===== config.mk =====
export PLATFORM = sky130hd
export DESIGN_NAME = eci_credit_arbiter
export DESIGN_NICKNAME = d
export VERILOG_FILES = /design/src/rtl/eci_credit_arbiter.sv
export SDC_FILE = /design/constraint.sdc
export NUM_CORES = 1
export LEC_CHECK = 0
export CORE_AREA = 3 3 200 202
export CTS_BUF_LIST = sky130_fd_sc_hd__clkbuf_4 sky130_fd_sc_hd__clkbuf_8
export DETAILED_ROUTE_END_ITERATION = 10
export DIE_AREA = 0 0 203 205
export HOLD_SLACK_MARGIN = 0.06
export PLACE_DENSITY_LB_ADDON = 0.05
export SLEW_MARGIN = 30
export SYNTH_ARGS = -nofsm -noshare
export SYNTH_HDL_FRONTEND = slang
export SYNTH_SLANG_ARGS = --single-unit

===== constraint.sdc =====
create_clock -name aclk -period 6.71 [get_ports aclk]
set_clock_uncertainty 0.05 [all_clocks]
set_input_delay 1.0065 -clock aclk [delete_from_list [all_inputs] [get_ports aclk]]
set_output_delay 1.0065 -clock aclk [all_outputs]
set_load 0.02 [all_outputs]

===== src/rtl/eci_credit_arbiter.sv =====
// Round-robin arbiter sharing one ECI request port between N_CH channels,
// capping each channel's outstanding completion-bearing requests with returned credits.
module eci_credit_arbiter #(
    parameter int N_CH     = 4,
    parameter int REQ_BITS = 96,
    parameter int CRED_MAX = 8,
    parameter int CH_BITS  = $clog2(N_CH),
    parameter int CNT_BITS = $clog2(CRED_MAX + 1)
) (
    input  logic                         aclk,
    input  logic                         aresetn,
    input  logic [N_CH-1:0]              s_valid,
    output logic [N_CH-1:0]              s_ready,
    input  logic [N_CH*REQ_BITS-1:0]     s_data,
    input  logic [N_CH-1:0]              s_ctl,
    output logic                         m_valid,
    input  logic                         m_ready,
    output logic [REQ_BITS-1:0]          m_data,
    output logic                         m_ctl,
    output logic [CH_BITS-1:0]           m_vfid,
    input  logic                         cpl_valid,
    input  logic [CH_BITS-1:0]           cpl_vfid,
    output logic [N_CH*CNT_BITS-1:0]     credits,
    output logic                         cpl_err
);

    localparam logic [CNT_BITS-1:0] CRED_FULL = CNT_BITS'(CRED_MAX);
    localparam logic [CH_BITS:0]    N_CH_EXT  = (CH_BITS + 1)'(N_CH);
    localparam logic [CH_BITS-1:0]  LAST_CH   = CH_BITS'(N_CH - 1);

    logic [CH_BITS-1:0]  rr_ptr_q, rr_ptr_d;
    logic                m_valid_q;
    logic [REQ_BITS-1:0] m_data_q;
    logic                m_ctl_q;
    logic [CH_BITS-1:0]  m_vfid_q;
    logic                cpl_err_q, cpl_err_d;
    logic [CNT_BITS-1:0] cred_q [N_CH];
    logic [CNT_BITS-1:0] cred_d [N_CH];

    logic [N_CH-1:0]     eligible;
    logic                any_elig;
    logic [CH_BITS-1:0]  sel;
    logic [REQ_BITS-1:0] sel_data;
    logic                slot_free;
    logic                grant;
    logic                grant_ctl;
    logic                cpl_ok;

    // A ctl=1 request may only go out while its channel still holds a credit.
    always_comb begin
        eligible = '0;
        for (int i = 0; i < N_CH; i++) begin
            eligible[i] = s_valid[i] && (!s_ctl[i] || (cred_q[i] != '0));
        end
    end

    // NOTE: every signal driven here gets a default first, so no path leaves it unassigned and no latch is inferred.
    always_comb begin : rr_select
        logic [CH_BITS:0] idx;
        any_elig = 1'b0;
        sel      = '0;
        idx      = '0;
        for (int k = 0; k < N_CH; k++) begin
            idx = {1'b0, rr_ptr_q} + (CH_BITS + 1)'(k);
            if (idx >= N_CH_EXT) begin
                idx = idx - N_CH_EXT;
            end
            if (!any_elig && eligible[idx[CH_BITS-1:0]]) begin
                any_elig = 1'b1;
                sel      = idx[CH_BITS-1:0];
            end
        end
    end

    assign sel_data  = s_data[sel*REQ_BITS +: REQ_BITS];
    assign slot_free = !m_valid_q || m_ready;
    assign grant     = slot_free && any_elig;
    assign grant_ctl = grant && s_ctl[sel];
    assign cpl_ok    = cpl_valid && ({1'b0, cpl_vfid} < N_CH_EXT);
    assign rr_ptr_d  = !grant ? rr_ptr_q : ((sel == LAST_CH) ? '0 : sel + CH_BITS'(1));

    // s_ready is forced low while reset is asserted, even though the slot reads as free.
    always_comb begin
        s_ready = '0;
        if (grant && aresetn) begin
            s_ready[sel] = 1'b1;
        end
    end

    always_comb begin : credit_next
        logic dec;
        logic inc;
        cpl_err_d = cpl_err_q;
        dec       = 1'b0;
        inc       = 1'b0;
        if (cpl_valid && !cpl_ok) begin
            cpl_err_d = 1'b1;
        end
        for (int i = 0; i < N_CH; i++) begin
            dec       = grant_ctl && (sel == CH_BITS'(i));
            inc       = cpl_ok && (cpl_vfid == CH_BITS'(i));
            cred_d[i] = cred_q[i];
            if (inc && !dec && (cred_q[i] == CRED_FULL)) begin
                cpl_err_d = 1'b1;
            end else if (dec && !inc) begin
                cred_d[i] = cred_q[i] - CNT_BITS'(1);
            end else if (inc && !dec) begin
                cred_d[i] = cred_q[i] + CNT_BITS'(1);
            end
        end
    end

    // NOTE: sequential state uses non-blocking assignments so every register samples pre-edge values.
    always_ff @(posedge aclk or negedge aresetn) begin
        if (!aresetn) begin
            rr_ptr_q  <= '0;
            m_valid_q <= 1'b0;
            m_data_q  <= '0;
            m_ctl_q   <= 1'b0;
            m_vfid_q  <= '0;
            cpl_err_q <= 1'b0;
            // NOTE: the credit array is live control state, so it is reset element by element to full.
            for (int i = 0; i < N_CH; i++) begin
                cred_q[i] <= CRED_FULL;
            end
        end else begin
            rr_ptr_q  <= rr_ptr_d;
            cpl_err_q <= cpl_err_d;
            for (int i = 0; i < N_CH; i++) begin
                cred_q[i] <= cred_d[i];
            end
            if (slot_free) begin
                m_valid_q <= any_elig;
                if (any_elig) begin
                    m_data_q <= sel_data;
                    m_ctl_q  <= s_ctl[sel];
                    m_vfid_q <= sel;
                end
            end
        end
    end

    always_comb begin
        credits = '0;
        for (int i = 0; i < N_CH; i++) begin
            credits[i*CNT_BITS +: CNT_BITS] = cred_q[i];
        end
    end

    assign m_valid = m_valid_q;
    assign m_data  = m_data_q;
    assign m_ctl   = m_ctl_q;
    assign m_vfid  = m_vfid_q;
    assign cpl_err = cpl_err_q;

endmodule

Word-level counts from Yosys, hierarchy flattened:

Index checks and enable logic that the tools add are counted.

* $add $sub $neg: 16
* multiply operators: 1
* magnitude comparators: 10
* equal/unequal tests: 10
* shift-type cells: 1
* muxes and demuxes: 38
* bitwise gates (word level): 4
* reductions and logical operators: 68

Operator list (count)
* 384-bit by 10-bit indexed part select with 96-bit output: 1
* 4-bit 2-to-1 mux: 9
* 1-bit logical AND: 31
* 4-bit nonzero test: 5
* 2-bit 2-to-1 mux: 9
* 4-bit by 1-bit adder with 4-bit output (second input constant): 4
* 4-bit equality test (second input constant): 4
* 1-bit logical NOT: 16
* 4-bit by 1-bit subtractor with 4-bit output (second input constant): 4
* 2-bit by 3-bit less-than comparator with 1-bit output (second input constant): 5
* 1-bit 2-to-1 mux: 14
* 1-bit binary-select mux with 2-bit select: 5
* 2-bit AND reduction: 5
* 3-bit greater-or-equal comparator (second input constant): 3
* 2-bit equality test (second input constant): 4
* 2-bit nonzero test: 4
* 2-bit by 1-bit subtractor with 2-bit output (second input constant): 4
* 2-bit by 2-bit adder with 3-bit output (second input constant): 2
* 1-bit logical OR: 5
* 2-bit by 1-bit equality test with 1-bit output (second input constant): 2
* 2-bit logical NOT: 2
* 2-bit by 2-bit multiplier with 4-bit output (second input constant): 1
* 1-bit inverter: 4
* 2-bit by 1-bit adder with 3-bit output (second input constant): 1
* 4 further kinds: 4

* flip-flop bits (word level): 119
* output and inout port bits: 121

Logic depth before layout (Yosys ltp):

Gate-level depths: netlist of the first run.

* depth in word-level cells: 26
* mapped depth: 20

Least setup slack after synthesis of the first run:

No wires, ideal clock.

* path kind: input port to flip-flop
* start: in s_ctl[0]
* end: reg cred_q (netlist bit credits[3])
* arrival: 4.113 ns
* required time: 6.585 ns
* path slack: 2.472 ns
* stages: 20
* cell sequence: nor2b_1 -> a211o_1 -> o211ai_1 -> a21oi_1 -> inv_2 -> buf_4 -> buf_4 -> buf_2 -> ha_1 -> nand2_1 -> nor2_1 -> a21oi_4 -> nand2b_1 -> inv_1 -> ha_1 -> a21o_1 -> a21o_1 -> nand2b_1 -> mux2_1 -> mux2i_1

* word-level cells in the longest chain between the ends: 24
* elaborated cells on any way between the ends: 39
* classes of those cells: mux: 19; bitwise: 1; reduce/logical: 19

RTL lines
* from (decl): line 15 `input logic [N_CH-1:0] s_ctl,`
* 1-bit logical NOT: line 53 `eligible[i] = s_valid[i] && (!s_ctl[i] || (cred_q[i] != '0));`
* 1-bit logical OR: line 53
* 1-bit logical AND: line 53
* 1-bit binary-select mux with 2-bit select: line 68 `if (!any_elig && eligible[idx[CH_BITS-1:0]]) begin`
* 1-bit 2-to-1 mux (implied by the code): line 68
* 1-bit 2-to-1 mux: line 68
* 1-bit logical NOT: line 68
* 1-bit logical AND: line 68
* [8 not listed]
* 1-bit 2-to-1 mux (implied by the code): line 78 `assign grant_ctl = grant && s_ctl[sel];`
* 1-bit logical AND: line 78
* 1-bit logical AND (*): line 100 `dec = grant_ctl && (sel == CH_BITS'(i));`
* 1-bit logical NOT: line 103, 107
* 1-bit logical AND: line 103, 107
* 1-bit logical AND: line 103 `if (inc && !dec && (cred_q[i] == CRED_FULL)) begin`
* 1-bit inverter (no source line)
* 2-bit AND reduction (no source line)
* to (signal, indexed assignment): line 130 `cred_q[i] <= cred_d[i];`
* to (decl): line 37 `logic [CNT_BITS-1:0] cred_q [N_CH];`

Mark *: on every way between the ends. The rest lies on a longest branch, timed or not. The select of a mux whose other input is x is not followed.
A chain may end at the register's enable or synchronous reset.

Worst setup path after layout of the first run:

* start: in s_ctl[0]
* end: out s_ready[1]

* word-level cells in the longest chain between the ends: 20
* elaborated cells on any way between the ends: 33
* classes of those cells: order compare: 2; mux: 19; reduce/logical: 12

RTL lines
* 1-bit logical NOT (*): line 53
* 1-bit logical OR (*): line 53
* 1-bit logical AND (*): line 53
* 1-bit binary-select mux with 2-bit select: line 68
* 1-bit 2-to-1 mux (implied by the code): line 68
* 1-bit 2-to-1 mux: line 68
* 1-bit logical NOT: line 68
* 1-bit logical AND: line 68
* [4 not listed]
* 1-bit logical NOT: line 68
* 1-bit logical AND: line 68
* 2-bit 2-to-1 mux: line 68
* 2-bit by 3-bit less-than comparator with 1-bit output (implied by the code) / 2-bit by 1-bit greater-or-equal comparator with 1-bit output (equally long branches): line 86 `s_ready[sel] = 1'b1;`
* 1-bit logical AND (implied by the code): line 86
* 1-bit 2-to-1 mux (implied by the code): line 86
* 1-bit demux with 2-bit select: line 86
* 4-bit 2-to-1 mux (*): line 85 `if (grant && aresetn) begin`
* to (decl): line 13 `output logic [N_CH-1:0] s_ready,`

Marked as above.

==> flow_summary.yaml, run 1 <==
critical_path:
  slowest_delay_ns: 0.64
  worst_ep_arrival_time_ns: 4.08
  end_kind: "primary output"
  path_cells: "clkdlybuf4s50_1 > nor2b_1 > a211o_1 > o211ai_1 > a21oi_4 > buf_4 > ha_1 > and3_1 > clkdlybuf4s50_1"
  cp_data_required_time_ns: 5.65
  critPathMaxFanout: 70
  crit_type: "in2out"
  cpMaxStageDelayCell: "buf_4"
  cpMostUsedCell: "clkdlybuf4s50_1"
  critPathLaunchType: "primary input"
synthesis:
  async_flop_share: 1.00
  synth-main-ff-cell: "dfrtp_1"
  synth.most_common_cell: "nand2_1"
  synthesis.area_um2: 8360
  synth_top_cell_area_share: 0.344
  synth_edf_count: 0
  syn_nets: 1477
  synth_common_cells: "399 x nand2_1, 115 x dfrtp_1, 104 x a21o_1"
  ys_seq_elements: 119
  synth_top_area_cell: "dfrtp_1"
  synth_area_leaders: "dfrtp_1 34%, nand2_1 18%, a311oi_1 10%"
  synth_area_per_cell_um2: 7.87
  synthCells: 1063
  yosysUniqueCellTypes: 57
  yosysSeqAreaShare: 0.357
  yosysWarnings: 0
sta:
  rsz0062_at_grt: "no"
  worst_slew_pin_slew_ns: 0.918
  setup_ws_ns: 1.57
  whs_ns: 0.397
  period_share: 0.766
  tns_ns: 0
  finalCriticalPeriod_ns: 5.14
  slew_violations: 0
  fmax_mhz: 195
  setup_viol: 0
  hold_violations: 0
  slew_headroom: 0.388
clocking:
  cts_tree: "built"
  clkTransAtPathRegs_ns: 0.07
  cts-htree-levels: 4
  clock-sinks: 119
  clockBufferDepth: 2
  cts_hold_buf: 0
  root_buffer: "clkbuf_8"
  cts_resized: 0
  post-cts-setup-buffers: 0
  clk_latency_ns: 0.45
  numCtsBuffers: 17
global_route:
  grt_usage: 0.199
  overflow: 0
  grt_pass1_wl_mm: 63.0
  antenna_found_initial: 11
  grt_pass1_vias: 9711
  grt_max_degree: 133
route:
  drc: 0
  avgRoutedWirePerCell_um: 21.0
  viasPerCell: 4.67
  routed_wl_mm: 43.3
  vias: 9643
  drt-pass1-iter-count: 5
  antenna_left: 0
  drtIter0Drc: 455
floorplanning:
  die_y_um: 205
  rows: 72
  die_w_um: 203
  ioPinCount: 519
  coreArea_um2: 38500
  start_util: 0.217
  die_area_um2: 41600
worst_hold_path:
  hold_path.class: "in2async"
power:
  p_per_area_nw_per_um2: 399
  peakVddDrop_mv: 0.270
  p_leak_uw: 0.00660
placed_design:
  gp_congestion: 0.853
  post-place-ws_ns: 1.30
  io_buffers: 518
  dp_hpwl_mm: 32.5
flow_run:
  drv_cap: 0
finish:
  final_nets: 1941
  utilization: 0.376
  seq_area_um2: 2980
  multi_input_area_um2: 4940
  fillCellCount: 4055
  syn_to_final_growth_pct: 72.8
  drive_above_1_share: 0.0462
status:
  status: "completed"
==> worst max-delay path, delay by kind of cell <==
family	cells	cell delay, ns
and+or+nand+nor	2	0.38
adders and majority gates	1	0.32
AOI/OAI and AO/OA	3	0.57
buffers and inverters	3	1.78
==> per-layer routing <==
metal,share of wire,GRT usage,vias up
li1,-,-,4677
met3,0.089,0.0744,33
met4,0.013,0.0527,8
met5,0.0013,0,-
met2,0.50,0.348,350
met1,0.39,0.228,4575
==> final timing paths <==
check	cells past startpoint	slack [ns]	startpoint	to
setup / recovery	9	1.57	s_ctl[0]	s_ready[1]
hold / removal	1	0.40	aresetn	m_data[74]$_DFFE_PN0P_
min in group aclk	1	0.42	m_data[41]$_DFFE_PN0P_	m_data[41]$_DFFE_PN0P_
setup reg to reg	17	2.04	credits[5]$_DFFE_PN0P_	credits[3]$_DFFE_PN1P_
hold reg to reg	1	0.42	m_data[41]$_DFFE_PN0P_	m_data[41]$_DFFE_PN0P_
max in group asynchronous	2	5.05	aresetn	m_data[80]$_DFFE_PN0P_
==> sequential cells by signal, indices dropped and copies added, names as in the netlist <==
signal / flops
credits: 16
m_valid: 1
rr_ptr_q: 2
m_ctl: 1
cpl_err: 1
m_vfid: 2
m_data: 96
==> power by group <==
part | switching, µW | leakage (µW) | internal, µW
Combinational | 2080 | 0.00494 | 1570
Clock | 328 | 0.000226 | 461
Sequential | 255 | 0.00143 | 1080
==> through the flow <==
stage	cell area, µm²	total power (µW)	cells
floorplan	8360	3420	1063
global placement	13900	5060	2025
detailed placement	13900	5040	2025
CTS	14400	5870	2055
global route	14400	6230	2062
finish	14400	5770	2065
==> kinds of logic (layout without fill, tap and decap cells) <==
family                     Yosys count  in the layout  share of synthesized area
AOI/OAI and AO/OA                  252            252                      0.247
xor gates and xnor gates             6              6                    0.00628
adders and majority gates           16             16                     0.0275
buffers and inverters              104            579                     0.0551
DFF                                119            119                      0.357
muxes                               13             13                     0.0159
other                                0              9                          0
and+or+nand+nor                    553            553                      0.292
==> final cells by class <==
type | instances | area share
timing repair buffer | 530 | 0.368
antenna | 9 | 0.00156
clock inverter | 7 | 0.00970
clock buffer | 23 | 0.0219
inverter | 19 | 0.00546
sequential | 119 | 0.206
multi-input combinational | 840 | 0.342
tap | 518 | 0.0449
==> cells in the final DEF, fill, tap and decap left out, types with 2 or more instances in the layout <==
cell and count:
nor3_2 2, clkdlybuf4s50_1 517, nand2_1 398, buf_4 9
buf_12 3, fa_1 4, nor3_1 9, a211o_1 3
a211oi_2 2, diode_2 9, nand2b_1 10, a21oi_2 2
o22ai_1 3, a21o_1 104, o2111ai_2 2, dfrtp_1 115
a311oi_1 96, bufinv_16 4, ha_1 12, or3_1 4
clkinvlp_4 2, o21ai_1 2, o21a_1 4, o2bb2ai_1 4
nand2_4 2, a21oi_4 5, o211ai_1 2, inv_1 17
nand4_1 2, o21ai_0 3, a21oi_1 8, xnor2_1 2
mux2_1 2, mux2i_1 11, clkbuf_8 23, and3_1 103
nand3_1 8, dfstp_2 4, nor2_1 8, xor2_1 4
Power figures use the tool's default switching activity.
==> inputs of run 2 (changes only) <==
Clock period 6.71 ns to 5.3 ns, I/O delays scaled along.
==> run 2 against run 1 <==
Cell area is 0.49% higher. Utilization is 0.18 points higher. Die area is the same. Critical path depth increased by 5. Sequential cell count unchanged. Via count is 0.24% higher. Worst hold slack worse by 0.20 ns. Register-to-register slack worse by 0.94 ns. Global-route usage is 0.25 points higher. Combinational power up 28%. Clock-buffer cell count up 1.
==> flow_summary.yaml, run 2 (synthesis results as in run 1) <==
route:
  drc: 0
  vias: 9666
  met1_length_mm: 18.2
  met2WireLength_mm: 22.2
  top_layer: "met5"
  drtIter0Drc: 490
  drt-pass1-iter-count: 4
  wl_met3_mm: 3.58
  avgRoutedWirePerCell_um: 21.4
  antenna_left: 0
  viasPerCell: 4.67
  routed_wl_mm: 44.2
clocking:
  cts_resized: 0
  cts_tree: "built"
  clock-sinks: 119
  clk_latency_ns: 0.45
  clkTransAtPathRegs_ns: 0.08
  cts_hold_buf: 0
  cts-htree-levels: 4
  post-cts-setup-buffers: 0
  root_buffer: "clkbuf_8"
  clockBufferDepth: 2
  numCtsBuffers: 17
critical_path:
  critPathLaunchType: "primary input"
  cp_data_required_time_ns: 5.63
  cpMaxStageDelayCell: "buf_4"
  slowest_delay_ns: 0.65
  critPathMaxFanout: 70
  rrSetupSlack_ns: 1.10
  reg2reg_from: "credits[9]$_DFFE_PN0P_"
  worst_ep_arrival_time_ns: 4.59
  end_kind: "flip-flop"
  r2r-end: "credits[7]$_DFFE_PN1P_"
  path_cells: "clkdlybuf4s50_1 > nor2b_1 > a211o_1 > o211ai_1 > a21oi_4 > buf_4 > o2111ai_2 > a21oi_4 > ha_1 > a21o_1 > a21oi_1 > nand2_1 > mux2i_1 > nor3_2"
  r2r.worst_path.cells: 13
  crit_type: "in2reg"
  cpMostUsedCell: "a21oi_4"
sta:
  finalCriticalPeriod_ns: 4.27
  slew_headroom: 0.357
  tns_ns: 0
  rsz0062_at_grt: "no"
  fmax_mhz: 234
  setup_ws_ns: 1.03
  period_share: 0.805
  hold_violations: 0
  whs_ns: 0.195
  worst_slew_pin_slew_ns: 0.964
  setup_viol: 0
  slew_violations: 0
power:
  p_leak_uw: 0.00666
  peakVddDrop_mv: 0.381
  p_per_area_nw_per_um2: 506
placed_design:
  post-place-ws_ns: 0.548
  placedCellCount: 2036
  dp_hpwl_mm: 33.5
  io_buffers: 518
  gp_congestion: 0.801
floorplanning:
  ioPinCount: 519
  rows: 72
  start_util: 0.217
  die_area_um2: 41600
  die_w_um: 203
  die_y_um: 205
  coreArea_um2: 38500
global_route:
  antenna_found_initial: 3
  overflow: 0
  grt_pass1_vias: 9677
  grt_pass1_wl_mm: 63.8
  grt_max_degree: 128
  grt_usage: 0.201
worst_hold_path:
  hold_path.class: "in2async"
finish:
  fillCellCount: 4114
  mostFrequentLayoutCells: "517 x clkdlybuf4s50_1, 398 x nand2_1, 115 x dfrtp_1"
  largest_reg_flops: 96
  syn_to_final_growth_pct: 73.6
  final_nets: 1952
  drive_above_1_share: 0.0542
  layout_commonest_cell: "clkdlybuf4s50_1"
  seq_area_um2: 2980
  fin_cells: 2071
  utilization: 0.377
  multi_input_area_um2: 4940
status:
  status: "completed"
flow_run:
  drv_cap: 0
## run 2: cell count changes in the layout (fill, tap and decap cells not counted), sizes merged
cell	change
clkinv	+2
diode	-7
buf	+11
clkinvlp	-1
clkbuf	+1
## run 2: layer usage
layer  global-route usage  vias to the layer above
li1                     -                     4707
met1                0.240                     4616
met2                0.357                      323
met3               0.0688                       16
met4               0.0337                        4
met5                    0                        -
## run 2: worst max-delay path, delay by kind of cell
kind / cells / cell delay, ns
adder cells (fa/ha/maj): 1 / 0.28
AO/OA/AOI/OAI: 7 / 1.81
buffers and inverters: 2 / 1.17
AND/OR/NAND/NOR: 3 / 0.35
multiplexers: 1 / 0.18
## run 2: stage by stage
stage	area, µm²	total power, µW
after floorplan	8360	4320
after global placement	14000	6420
after detailed placement	14000	6420
after CTS	14500	7460
after global routing	14500	7890
final	14500	7350
## run 2: final cells by class
cell class	count	area share
sequential	119	0.205
inverter	19	0.00543
tap	518	0.0447
multi-input combinational	840	0.340
antenna	2	0.000345
clock buffer	24	0.0215
clock inverter	8	0.00983
timing repair buffer	541	0.372
## run 2: how the worst max path moves through the flow
stage | slack [ns] | end | start
5_1_grt | 0.71 | credits[11]$_DFFE_PN1P_ | s_ctl[0]
4_1_cts | 1.06 | credits[7]$_DFFE_PN1P_ | s_ctl[0]
6_report | 1.03 | credits[7]$_DFFE_PN1P_ | s_ctl[0]
2_1_floorplan | 1.24 | credits[3]$_DFFE_PN1P_ | credits[9]$_DFFE_PN0P_
3_5_place_dp | 0.55 | credits[7]$_DFFE_PN1P_ | s_ctl[0]
3_3_place_gp | 0.61 | credits[7]$_DFFE_PN1P_ | s_ctl[0]
## run 2: power breakdown
part           leakage [µW]  switching (µW)  internal (µW)
Clock              0.000233             412            577
Combinational       0.00500            2650           2020
Sequential          0.00143             325           1370
Total               0.00666            3390           3960
==> inputs of run 3 (changes only) <==
Clock period 5.3 ns to 3.4 ns, I/O delays scaled along.
==> run 3 against run 2 <==
The run now ends with setup timing left. Critical path type is now reg2reg. Total power up 74%. Largest cell class unchanged. Non-clock buffer count up 89. Clock power rose by 82%. Utilization rose by 3.3 points. Sequential power is 51% higher. Clock-buffer cell count increased by 1. Cell area grew 8.7%.
==> flow_summary.yaml, run 3 (synthesis results as in run 1) <==
clocking:
  clockBufferDepth: 2
  clock-sinks: 119
  numCtsBuffers: 17
  cts_tree: "built"
  root_buffer: "clkbuf_8"
  clk_latency_ns: 0.46
  clkTransAtPathRegs_ns: 0.07
  cts-htree-levels: 4
sta:
  rsz0062_at_grt: "yes"
  whs_ns: 0.419
  worst_slew_pin_slew_ns: 0.767
  slew_violations: 0
  tns_ns: -0.0625
  period_share: 1.01
  slew_headroom: 0.489
  setup_viol: 2
  hold_violations: 0
  setup_ws_ns: -0.0411
  finalCriticalPeriod_ns: 3.44
  fmax_mhz: 291
route:
  antenna_left: 0
  drt-pass1-iter-count: 5
  top_layer: "met5"
  met2WireLength_mm: 23.2
  vias: 10200
  viasPerCell: 4.69
  met1_length_mm: 19.4
  drtIter0Drc: 593
  drc: 0
  wl_met3_mm: 2.75
  routed_wl_mm: 46.1
  avgRoutedWirePerCell_um: 21.3
global_route:
  grt_pass1_vias: 9967
  grt_pass1_wl_mm: 65.0
  antenna_found_initial: 5
  grt_usage: 0.206
  grt_max_degree: 102
  overflow: 0
critical_path:
  critPathLaunchType: "flip-flop"
  reg2reg_from: "credits[13]$_DFFE_PN0P_"
  critPathMaxFanout: 5
  end_kind: "flip-flop"
  rrSetupSlack_ns: -0.04
  crit_end: "credits[3]$_DFFE_PN1P_"
  worstSetupStartpoint: "credits[13]$_DFFE_PN0P_"
  r2r-end: "credits[3]$_DFFE_PN1P_"
  worst_ep_arrival_time_ns: 3.78
  r2r.worst_path.cells: 17
  crit_type: "reg2reg"
  cp_data_required_time_ns: 3.74
floorplanning:
  coreArea_um2: 38500
  die_area_um2: 41600
  rows: 72
  start_util: 0.217
  die_w_um: 203
  ioPinCount: 519
  die_y_um: 205
finish:
  layout_commonest_cell: "clkdlybuf4s50_1"
  multi_input_area_um2: 5290
  final_nets: 2041
  largest_reg_flops: 96
  mostFrequentLayoutCells: "513 x clkdlybuf4s50_1, 395 x nand2_1, 107 x dfrtp_1"
  fillCellCount: 4013
  syn_to_final_growth_pct: 88.7
  seq_area_um2: 2990
  drive_above_1_share: 0.138
status:
  violations: "setup timing"
  status: "complete, but fails checks"
placed_design:
  io_buffers: 518
  dp_hpwl_mm: 33.3
  gp_congestion: 0.842
worst_hold_path:
  hold_path.class: "in2async"
power:
  p_per_area_nw_per_um2: 809
  p_leak_uw: 0.00724
  peakVddDrop_mv: 0.685
flow_run:
  drv_cap: 0
[run 3: routing by layer]
layer  vias to the layer above  track usage
met3                        33       0.0486
met2                       322        0.354
li1                       4881            -
met1                      4919        0.258
met4                         2       0.0606
met5                         -            0
[run 3: how the worst min path moves through the flow]
stage                  from                      to  slack [ns]  depth (start not counted)
finish              aresetn  m_data[32]$_DFFE_PN0P_        0.42                          2
global route        aresetn  m_data[32]$_DFFE_PN0P_        0.40                          2
CTS                 aresetn  m_data[32]$_DFFE_PN0P_        0.36                          2
detailed placement  aresetn  m_data[32]$_DFFE_PN0P_        0.32                          1
global placement    aresetn  m_data[32]$_DFFE_PN0P_        0.32                          1
floorplan           aresetn     cpl_err$_DFFE_PN0P_        0.16                          0
[run 3: final cells by class]
type | instances | share of cell area
multi-input combinational | 840 | 0.335
inverter | 19 | 0.00531
timing repair buffer | 630 | 0.394
sequential | 119 | 0.190
clock buffer | 25 | 0.0206
tap | 518 | 0.0411
antenna | 6 | 0.000952
clock inverter | 7 | 0.0133
[run 3: repair_timing]
action                                  CTS  global route
pin swaps                                32            17
endpoints found under the setup margin   11            49
gates cloned                              0             2
resized for setup                        48            24
hold buffers                              1             0
setup buffers                            16             6
hold endpoints to repair                  9             0
[run 3: per-stage QoR]
stage	instance area, µm²	power, µW	cells	utilization	setup WS (ns)
3_3_place_gp	14700	10500	2101	0.383	-0.425
3_5_place_dp	14700	10500	2101	0.383	-0.518
5_1_grt	15800	13600	2162	0.410	-0.192
4_1_cts	15600	12600	2150	0.405	-0.0545
2_1_floorplan	8500	6860	1063	-	-0.407
6_report	15800	12800	2164	0.410	-0.0411
[run 3: worst max-delay path: stages (launching register included)]
cell and delay, ns:
dfrtp_2 0.41, or3_4 0.39, o31a_1 0.35, a31oi_4 0.26, nor2_4 0.09, inv_4 0.09, ha_4 0.15, nand2_4 0.06
a211oi_4 0.25, a21oi_4 0.05, nand2b_4 0.15, inv_4 0.06, ha_4 0.18, a21o_1 0.14, a21o_1 0.16, nand2b_4 0.14
mux2_4 0.26, mux2i_1 0.12
[run 3: where the power goes]
| part | switching (µW) | internal (µW) |
|---|---|---|
| Sequential | 410 | 2140 |
| Combinational | 4590 | 3830 |
| Clock | 649 | 1150 |
| Total | 5650 | 7120 |
